<file path="src/rtl/mem_arb_pkg.sv">
// Shared encodings for the two-port memory arbiter: command codes, FSM states, MMIO map.
package mem_arb_pkg;

  localparam logic [1:0] MNONE  = 2'b00;
  localparam logic [1:0] MREAD  = 2'b01;
  localparam logic [1:0] MWRITE = 2'b10;

  typedef logic [1:0] state_t;
  localparam state_t S_IDLE = 2'd0;
  localparam state_t S_ACC  = 2'd1;
  localparam state_t S_RESP = 2'd2;

  localparam logic [8:0] MMIO_LED_ADDR = 9'h100;
  localparam logic [8:0] MMIO_SW_ADDR  = 9'h140;

  // Code 2'b11 is reserved and treated like NONE.
  function automatic logic cmd_valid(input logic req, input logic [1:0] cmd);
    return req && (cmd != MNONE) && (cmd != 2'b11);
  endfunction

  function automatic logic is_led_addr(input logic [8:0] addr);
    return addr == MMIO_LED_ADDR;
  endfunction

  function automatic logic is_sw_addr(input logic [8:0] addr);
    return addr == MMIO_SW_ADDR;
  endfunction

endpackage

</file>
<file path="src/rtl/mem_arbiter_rr_arb2.sv">
// Two-way round-robin picker, purely combinational: on a tie the side that did not win last time wins.
module rr_arb2 (
  input  logic [1:0] valid,
  input  logic       last_winner,
  output logic       any,
  output logic       winner
);

  assign any    = |valid;
  assign winner = (&valid) ? ~last_winner : valid[1];

endmodule

</file>
<file path="src/rtl/mem_arbiter.sv">
// Two-requester single-port RAM arbiter: gnt 1 cycle and rvalid 2 cycles after the request is sampled in IDLE.
// Requests are held by the requester until gnt; MEM_ARBITER_MMIO_EN maps addr[8]=1 to the LED/switch registers.
module mem_arbiter
  import mem_arb_pkg::*;
(
  input  logic        clk,
  input  logic        reset,
  input  logic        r0_req,
  input  logic [1:0]  r0_cmd,
  input  logic [8:0]  r0_addr,
  input  logic [15:0] r0_wdata,
  input  logic        r1_req,
  input  logic [1:0]  r1_cmd,
  input  logic [8:0]  r1_addr,
  input  logic [15:0] r1_wdata,
  output logic        r0_gnt,
  output logic        r1_gnt,
  output logic        r0_rvalid,
  output logic        r1_rvalid,
  output logic [15:0] rdata,
  output logic [8:0]  ram_addr,
  output logic        ram_re,
  output logic        ram_we,
  output logic [15:0] ram_wdata,
  input  logic [15:0] ram_rdata,
  input  logic [7:0]  sw,
  output logic [7:0]  led
);

  state_t      state_q, state_d;
  logic        win_q, win_d;
  logic        last_q, last_d;
  logic [1:0]  cmd_q, cmd_d;
  logic [8:0]  addr_q, addr_d;
  logic [15:0] wdata_q, wdata_d;
  logic [7:0]  led_q, led_d;

  logic [1:0]  vld;
  logic        any;
  logic        winner;

  assign vld = {cmd_valid(r1_req, r1_cmd), cmd_valid(r0_req, r0_cmd)};

  rr_arb2 u_rr (
    .valid       (vld),
    .last_winner (last_q),
    .any         (any),
    .winner      (winner)
  );

  logic        is_mmio;
  logic [15:0] mmio_rdata;
`ifdef MEM_ARBITER_MMIO_EN
  assign is_mmio    = addr_q[8];
  assign mmio_rdata = is_sw_addr(addr_q) ? {8'h00, sw} : 16'h0000;
`else
  logic unused_sw;
  assign is_mmio    = 1'b0;
  assign mmio_rdata = 16'h0000;
  assign unused_sw  = ^sw;
`endif

  always_comb begin
    state_d = state_q;
    win_d   = win_q;
    last_d  = last_q;
    cmd_d   = cmd_q;
    addr_d  = addr_q;
    wdata_d = wdata_q;
    led_d   = led_q;
    case (state_q)
      S_IDLE: begin
        if (any) begin
          win_d   = winner;
          last_d  = winner;
          cmd_d   = winner ? r1_cmd   : r0_cmd;
          addr_d  = winner ? r1_addr  : r0_addr;
          wdata_d = winner ? r1_wdata : r0_wdata;
          state_d = S_ACC;
        end
      end
      S_ACC: begin
        state_d = (cmd_q == MREAD) ? S_RESP : S_IDLE;
`ifdef MEM_ARBITER_MMIO_EN
        if (cmd_q == MWRITE && is_led_addr(addr_q)) led_d = wdata_q[7:0];
`endif
      end
      default: state_d = S_IDLE;
    endcase
  end

  always_ff @(posedge clk) begin
    if (reset) begin
      state_q <= S_IDLE;
      win_q   <= 1'b0;
      last_q  <= 1'b1;
      cmd_q   <= MNONE;
      addr_q  <= '0;
      wdata_q <= '0;
      led_q   <= '0;
    end else begin
      state_q <= state_d;
      win_q   <= win_d;
      last_q  <= last_d;
      cmd_q   <= cmd_d;
      addr_q  <= addr_d;
      wdata_q <= wdata_d;
      led_q   <= led_d;
    end
  end

  // Strobes are masked while reset is high so an aborted access never surfaces.
  logic acc, resp;
  assign acc  = (state_q == S_ACC)  && !reset;
  assign resp = (state_q == S_RESP) && !reset;

  assign r0_gnt    = acc && !win_q;
  assign r1_gnt    = acc &&  win_q;
  assign ram_addr  = addr_q;
  assign ram_re    = acc && (cmd_q == MREAD)  && !is_mmio;
  assign ram_we    = acc && (cmd_q == MWRITE) && !is_mmio;
  assign ram_wdata = wdata_q;
  assign r0_rvalid = resp && !win_q;
  assign r1_rvalid = resp &&  win_q;
  assign rdata     = resp ? (is_mmio ? mmio_rdata : ram_rdata) : 16'h0000;
  assign led       = led_q;

endmodule
</file>
<file path="config.mk">
export PLATFORM = sky130hd
export DESIGN_NAME = mem_arbiter
export DESIGN_NICKNAME = d
export VERILOG_FILES = /design/src/rtl/mem_arb_pkg.sv /design/src/rtl/mem_arbiter_rr_arb2.sv /design/src/rtl/mem_arbiter.sv
export SDC_FILE = /design/constraint.sdc
export NUM_CORES = 1
export LEC_CHECK = 0
export BUFFER_PORTS_ARGS = -buffer_cell sky130_fd_sc_hd__buf_2
export CAP_MARGIN = 20
export CORE_MARGIN = 4
export CORE_UTILIZATION = 39
export DETAILED_ROUTE_END_ITERATION = 6
export GPL_ROUTABILITY_DRIVEN = 0
export HOLD_SLACK_MARGIN = 0.02
export PLACE_DENSITY = 0.81
export SYNTH_ARGS = -nofsm -noshare
export SYNTH_HDL_FRONTEND = slang
export SYNTH_SLANG_ARGS = --single-unit
</file>
<file path="constraint.sdc">
create_clock -name clk -period 1.7 [get_ports clk]
set_input_delay 0.085 -clock clk [delete_from_list [all_inputs] [get_ports clk]]
set_output_delay 0.085 -clock clk [all_outputs]
set_load 0.01 [all_outputs]
</file>
# ---- Word level (Yosys, flattened, before mapping)
# Cells that the tools add are included.
dict set report word_totals {
  ff_bits 31
  in_bits 82
  out_inout_bits 55
}
dict set report op_classes {
  eq_ne 7
  mux 8
  bitwise_logic 1
  reduce_logical 20
}
# cell count
set ops {}
lappend ops {{2-to-1 mux 16 bit} 2}
lappend ops {{logical AND 1 bit} 12}
lappend ops {{2-to-1 mux 9 bit} 1}
lappend ops {{2-to-1 mux 2 bit} 3}
lappend ops {{inequality test 2 bit, second input constant} 3}
lappend ops {{== test 2 x 1 -> 1 bit, second input constant} 2}
lappend ops {{== test 2 bit, second input constant} 2}
lappend ops {{case mux 2 bit (2 select lines)} 1}
lappend ops {{AND reduction 2 bit} 2}
lappend ops {{nonzero test 2 bit} 2}
lappend ops {{logical NOT 1 bit} 2}
lappend ops {{logical NOT 2 bit} 1}
lappend ops {{OR reduction 2 bit} 1}
lappend ops {{2-to-1 mux 1 bit} 1}
lappend ops {{inverter 1 bit} 1}

# ---- Logic depth before layout (Yosys ltp)
# Gate-level depths: netlist of the first run.
dict set report depth {
  word_depth 6
  mapped_depth 6
}

# ---- Modules after synthesis
# A second synthesis of the first run with hierarchy kept.
dict set report unflattened {
  cells_unflattened 176
  hier_area_um2 1719.1
}
# mod instances cells_per_inst area_per_inst_um2 seq_area_each_um2
set by_module_without_submodules {}
lappend by_module_without_submodules {mem_arbiter 1 174 1705.4 620.6}
lappend by_module_without_submodules {rr_arb2 1 2 13.8 0.0}

# ---- Least setup slack after synthesis of the first run
# OpenSTA, ideal clock, no wires.
dict set report synth_timing {
  path_kind {register to register}
  from {reg state_q[0]}
  to {reg cmd_q[1]}
  arrival_time_ns 1.341
  required_time_ns 1.562
  path_slack_ns 0.222
  path_stages_with_launch 5
  n_path_buf 1
  path_cell_list {dfxtp_1 or3b_1 o2bb2ai_4 clkbuf_1 a211oi_1}
}
dict set report synth_between {
  elab_chain_len 2
}
# item line
set synth_rtl {}
lappend synth_rtl {{from (decl)} mem_arbiter.sv:30} ;# state_t state_q, state_d;
lappend synth_rtl {{from (signal assigned)} mem_arbiter.sv:102} ;# state_q <= state_d;
lappend synth_rtl {{logical NOT 2 bit} mem_arbiter.sv:71} ;# case (state_q)
lappend synth_rtl {{AND reduction 2 bit (no line)} n/a}
lappend synth_rtl {{to (signal assigned)} mem_arbiter.sv:105} ;# cmd_q <= cmd_d;
lappend synth_rtl {{to (decl)} mem_arbiter.sv:33} ;# logic [1:0] cmd_q, cmd_d;
# No other way between the ends.
# A chain may end at the register's enable or synchronous reset.

# ---- Final worst setup path of the first run
dict set report layout_timing {
  from {reg state_q[1]}
  to {reg addr_q[6], in the netlist ram_addr[6]}
}
dict set report layout_between {
  elab_chain_len 2
}
# item line
set layout_rtl {}
lappend layout_rtl {{logical NOT 2 bit} mem_arbiter.sv:71}
lappend layout_rtl {{AND reduction 2 bit (no line)} n/a}
lappend layout_rtl {{to (signal assigned)} mem_arbiter.sv:106} ;# addr_q <= addr_d;
lappend layout_rtl {{to (decl)} mem_arbiter.sv:34} ;# logic [8:0] addr_q, addr_d;
# No other way between the ends.

==> impl_results.md, run 1 <==
- Die X: 73.1 µm
- Clock Path Buffers: 2
- Drt pass-1 iters: 4
- Hold Vio Cnt, Final: 0
- Final routed DRC violation total: 0
- Nets: 381
- Wire length per cell: 12.5 µm
- Hold Buf Count CTS: 0
- Detail Route Antenna Nets: 0
- Startpoint Class: flip-flop
- I/O Pins: 137
- I/O Buffers: 120
- Syn Inst Count: 177
- DP Wirelength: 3610 µm
- CTS root buf: clkbuf_8
- WS Path Type: reg -> reg
- Leading cell type in the layout, fill and taps excluded: buf_2
- R2r startpoint: state_q[1]$_SDFFE_PP0P_
- Largest net degree at the start of global routing: 30
- Die height: 73.1 µm
- Netlist cell types: 28
- Slew Viols, Final: 0
- Crit path cell chain: or3b_1 > o2bb2ai_4 > buf_12 > nor2_1 > a211oi_1
- Initial antenna violation count: 0
- Sequential element share of the synthesized area: 37.5%
- Fill count: 372
- Crit end category: flip-flop
- CTS Sinks: 31
- Share of cells above drive strength 1: 46.2%
- Core area: 4060 µm²
- Total die area: 5340 µm²
- # rows: 23
- Routed vias/inst: 4.79
- Crit-path max cell delay: 0.42 ns
- Critical path arrival: 1.75 ns
- Period utilization: 92.2%
- Post-Syn Area per Cell: 9.34 µm²
- Clock transition at path regs: 0.06 ns
- Fmax: 638 MHz
- CTS tree: built
- Max rail drop VDD: 0.539 mV
- Reg-to-reg slack, setup: 0.13 ns
- Grt ovf: 0
- Maxcap violations: 0
- Hold Crit Class: in -> reg
- CTS Buf Count: 5
- Register-to-Register Path Depth: 5
- Most frequent cells in the layout: buf_2, nor2_1, dfxtp_1, a211oi_1, mux2i_1
- Via count: 1670
- Post_cts resized: 0
- Cell Area, Synth: 1650 µm²
- Cell area power density: 835 nW/µm²
- Worst reg2reg endpoint: ram_addr[6]$_SDFFE_PP0P_
- GRT Total Usage: 16.2%
- Total wire length: 4360 µm
- Leakage power: 1.33 nW
- Power Total: 1.98 mW
- Status: finished clean
- Area Growth Syn to Fin: 43.2%
- Unrepaired setup endpoints after global routing: false
- Max Clock Skew: 0.00645 ns
- CP Launch Point: state_q[1]$_SDFFE_PP0P_
- CP required: 1.88 ns
- Worst skew pair latency: 0.27 ns
- # Post-CTS Setup Buffers: 0
- Starting DRC count in detailed routing: 34
- Setup TNS: 0 ns
- Crit Path Max Fanout: 29
- Count of state elements after synthesis: 31
- Slowest-stage cell, CP: or3b_1
- First-pass GRT wire length: 6760 µm
- Initial Utilization: 40.7%
- Synth warnings: 0
- CTS H-tree depth: 2
- Tmin final: 1.57 ns
- Ant diodes: 0
- Final setup violation count: 0
- Vias in the first global route: 1600
- End of the critical path: ram_addr[6]$_SDFFE_PP0P_
cell usage after synthesis:
cell	instances	area (µm²)
and2_1	18	113
buf_12	2	40.0
buf_6	1	11.3
o21bai_1	1	7.51
nand4_1	1	6.26
nand3b_1	1	7.51
or3b_1	1	8.76
xnor2_1	1	8.76
nor2b_1	1	6.26
xor2_2	1	16.3
mux2i_1	25	250
a311o_1	1	10.0
nand2_1	1	3.75
a311oi_1	1	8.76
inv_1	3	11.3
clkbuf_1	6	22.5
a21o_1	2	15.0
a211oi_1	26	195
o2bb2ai_4	1	27.5
conb_1	1	3.75
buf_2	3	15.0
nor2_1	31	116
buf_4	8	60.1
o32a_1	1	10.0
o22ai_1	1	6.26
nor3b_1	6	45.0
a31oi_1	1	6.26
dfxtp_1	31	621
worst max-delay path: cells and delay by family (launching register included):
family          cells  cell delay (ns)
buf+inv             1             0.20
simple gates        2             0.47
flops               1             0.35
compound gates      2             0.44
per-layer routing:
metal	share of wire, %	GRT usage, %	wire length [µm]
met1	36	16.8	1560
met2	49	28.6	2160
met3	12	5.65	541
met4	2.2	8.20	95
met5	0	0	0
area by class of cell:
cell class | instances | area (µm²) | area share, %
Multi-Input combinational cell | 130 | 900 | 38.0
Timing Repair Buffer | 128 | 686 | 29.0
Sequential cell | 31 | 621 | 26.2
Clock buffer | 6 | 82.6 | 3.49
Tap cell | 50 | 62.6 | 2.64
Inverter | 3 | 11.3 | 0.476
Clock inverter | 1 | 5.00 | 0.211
per-stage QoR:
step / cells / setup WS, ns / cell area [µm²] / utilization [%] / hold slack [ns]
after floorplan: 184 / 0.222 / 1680 / - / 0.168
after global placement: 342 / 0.207 / 2280 / 56.2 / 0.419
after detailed placement: 342 / 0.143 / 2280 / 56.2 / 0.424
after CTS: 349 / 0.122 / 2370 / 58.3 / 0.130
after global routing: 349 / 0.0101 / 2370 / 58.3 / 0.149
final: 349 / 0.132 / 2370 / 58.3 / 0.137
how the worst min path moves through the flow:
stage,from,end,cells after the start
6_report,reset,ram_wdata[13]$_SDFFE_PP0P_,2
3_5_place_dp,reset,ram_addr[3]$_SDFFE_PP0P_,2
2_1_floorplan,reset,state_q[0]$_SDFFE_PP0P_,1
5_1_grt,reset,ram_wdata[13]$_SDFFE_PP0P_,2
3_3_place_gp,reset,ram_addr[1]$_SDFFE_PP0P_,2
4_1_cts,reset,ram_wdata[13]$_SDFFE_PP0P_,2
logic make-up after synthesis:
family / count (synthesis) / synth area share (%)
buf+inv: 23 / 9.69
xor+xnor: 2 / 1.51
compound gates: 35 / 17.3
flops: 31 / 37.5
other cells: 1 / 0.227
mux: 25 / 15.1
simple gates: 60 / 18.5
state kept, by name, summed over array words and instances, names as in the netlist:
register and flops:
ram_addr 9, cmd_q 2, state_q 2, ram_wdata 16, last_q 1, win_q 1
power breakdown:
group          internal, mW  total (mW)  switching [mW]
clock                 0.317       0.566           0.249
sequential            0.816       0.860          0.0440
combinational         0.270       0.552           0.282
total                  1.40        1.98           0.575
Power figures use the tool's default switching activity.
==> run 2, diff against run 1 <==
- CORE_ASPECT_RATIO: unset -> 0.9
==> run 2 against run 1 <==
Routed wire length fell by 6.5%. Maximum frequency up 0.41%. Highest routed layer unchanged. Sequential power barely moved. Worst setup slack better by 0.0065 ns. Die area hardly changed. Via count fell by 2.9%.
==> impl_results.md, run 2 (same netlist as run 1, synthesis figures left out) <==
- Die height: 69.8 µm (was 73.1 µm)
- Grt ovf: 0 (unchanged)
- Crit Path Max Fanout: 32 (was 29)
- CP required: 1.88 ns (about the same)
- Total wire length: 4070 µm (was 4360 µm)
- Crit path cell chain: or3b_1 > o2bb2ai_4 > buf_12 > nor2_1 > a211oi_1 (unchanged)
- # rows: 22 (was 23)
- Cell area power density: 834 nW/µm² (was 835 nW/µm²)
- Total die area: 5350 µm² (was 5340 µm²)
- Tmin final: 1.56 ns (was 1.57 ns)
- First-pass GRT wire length: 6570 µm (was 6760 µm)
- Post-route cell area: 2360 µm² (was 2370 µm²)
- Wire length per cell: 11.8 µm (was 12.5 µm)
- CP Buf/Inv Count: 1 (unchanged)
- Area Growth Syn to Fin: 42.9% (was 43.2%)
- CTS H-tree depth: 2 (unchanged)
- Hold Vio Cnt, Final: 0 (unchanged)
- Drt pass-1 iters: 6 (was 4)
- Detail Route Antenna Nets: 0 (unchanged)
- Uppermost layer routed: met4 (unchanged)
- Setup TNS: 0 ns (unchanged)
- Maxcap violations: 0 (unchanged)
- Largest register FFs: 16 (unchanged)
- End-of-flow core utilization: 58.0% (was 58.3%)
- CTS Buf Count: 5 (unchanged)
- Ant diodes: 0 (unchanged)
- Leading cell type in the layout, fill and taps excluded: buf_2 (unchanged)
- I/O Pins: 137 (unchanged)
- Final setup violation count: 0 (unchanged)
- Clock Path Buffers: 2 (unchanged)
- Via count: 1621 (was 1670)
- Slowest-stage cell, CP: or3b_1 (unchanged)
- Routed vias/inst: 4.68 (was 4.79)
- Starting DRC count in detailed routing: 22 (was 34)
- Leakage power: 1.32 nW (was 1.33 nW)
- Startpoint Class: flip-flop (unchanged)
- CP top delay family: simple AND/OR/NAND/NOR gates (unchanged)
- Max rail drop VDD: 0.492 mV (was 0.539 mV)
- Dpl ws: 0.137 ns (was 0.143 ns)
- Fmax: 640 MHz (was 638 MHz)
- Max Clock Skew: 0.00325 ns (was 0.00645 ns)
- Post-DP Area: 2270 µm² (was 2280 µm²)
- Critical path arrival: 1.75 ns (about the same)
- Initial Utilization: 40.6% (was 40.7%)
- Die X: 76.6 µm (was 73.1 µm)
- Worst skew pair latency: 0.27 ns (about the same)
- Hold_ws: 0.102 ns (was 0.137 ns)
- I/O Buffers: 120 (unchanged)
- Fill count: 379 (was 372)
- Crit end category: flip-flop (unchanged)
- CTS root buf: clkbuf_8 (unchanged)
- Final routed DRC violation total: 0 (unchanged)
- Met3 WL: 271 µm (was 541 µm)
- Vias in the first global route: 1457 (was 1600)
- Most frequent cells in the layout: buf_2, nor2_1, dfxtp_1, mux2i_1, a211oi_1 (was buf_2, nor2_1, dfxtp_1, a211oi_1, mux2i_1)
- Period utilization: 91.9% (was 92.2%)
- CTS Sinks: 31 (unchanged)
- Nets: 380 (was 381)
- WL met1: 1740 µm (was 1560 µm)
- Worst Slack Setup Final: 0.138 ns (was 0.132 ns)
- GRT Total Usage: 14.9% (was 16.2%)
- DP Wirelength: 3240 µm (was 3610 µm)
- Slew Viols, Final: 0 (unchanged)
- Unrepaired setup endpoints after global routing: false (unchanged)
- Clock transition at path regs: 0.06 ns (about the same)
- # Post-CTS Setup Buffers: 0 (unchanged)
- Status: finished clean (unchanged)
- Core area: 4070 µm² (was 4060 µm²)
- Metal2 WL: 2030 µm (was 2160 µm)
- Initial antenna violation count: 0 (unchanged)
- Hold Crit Class: in -> reg (unchanged)
- Share of cells above drive strength 1: 46.3% (was 46.2%)
- CTS tree: built (unchanged)
- Largest net degree at the start of global routing: 33 (was 30)
- Crit-path max cell delay: 0.44 ns (was 0.42 ns)
- WS Path Type: reg -> reg (unchanged)
==> run 2: changes by cell type in the layout (fill, tap and decap cells not counted), sizes merged <==
cell,previous run,this run
buf,128,127
==> run 2: final cells by class <==
class	count	area, µm²	area share, %
clock buffers	6	82.6	3.50
clock inverters	1	5.00	0.212
inverters	3	11.3	0.477
multi-input cells	130	905	38.3
flip-flops and latches	31	621	26.3
well taps	48	60.1	2.54
repair buffers	127	678	28.7
==> run 2: report_power, final <==
part | switching, mW | internal, mW | total [mW]
registers | 0.0453 | 0.816 | 0.861
clock network | 0.245 | 0.317 | 0.561
logic | 0.278 | 0.269 | 0.547
==> run 2: metal layers <==
layer,vias to the layer above,global-route usage (%)
li1,855,-
met1,701,17.0
met2,63,26.7
met3,2,5.06
met4,0,3.62
met5,-,0
==> run 2: repair_timing <==
action / in CTS / in global routing
resized for setup: 0 / 1
hold buffers: 0 / 0
setup endpoints to repair: 0 / 1
==> run 2: stage by stage <==
stage               cells  power, mW
finish                346       1.97
global route          346       2.10
CTS                   346       1.99
detailed placement    339       1.43
global placement      339       1.41
floorplan             184       1.22
==> run 2: final timing paths <==
kind | from | end | slack, ns | depth (start not counted)
setup reg to reg | state_q[0]$_SDFFE_PP0P_ | ram_wdata[2]$_SDFFE_PP0P_ | 0.14 | 5
setup / recovery | state_q[0]$_SDFFE_PP0P_ | ram_wdata[2]$_SDFFE_PP0P_ | 0.14 | 5
hold / removal | reset | ram_addr[0]$_SDFFE_PP0P_ | 0.10 | 2
hold reg to reg | cmd_q[1]$_SDFFE_PP0P_ | state_q[1]$_SDFFE_PP0P_ | 0.47 | 1
==> run 2: worst reg2reg max path, stage by stage (launching register included) <==
cell,delay [ns]
dfxtp_1,0.35
or3b_1,0.44
o2bb2ai_4,0.20
buf_12,0.20
nor2_1,0.07
a211oi_1,0.21
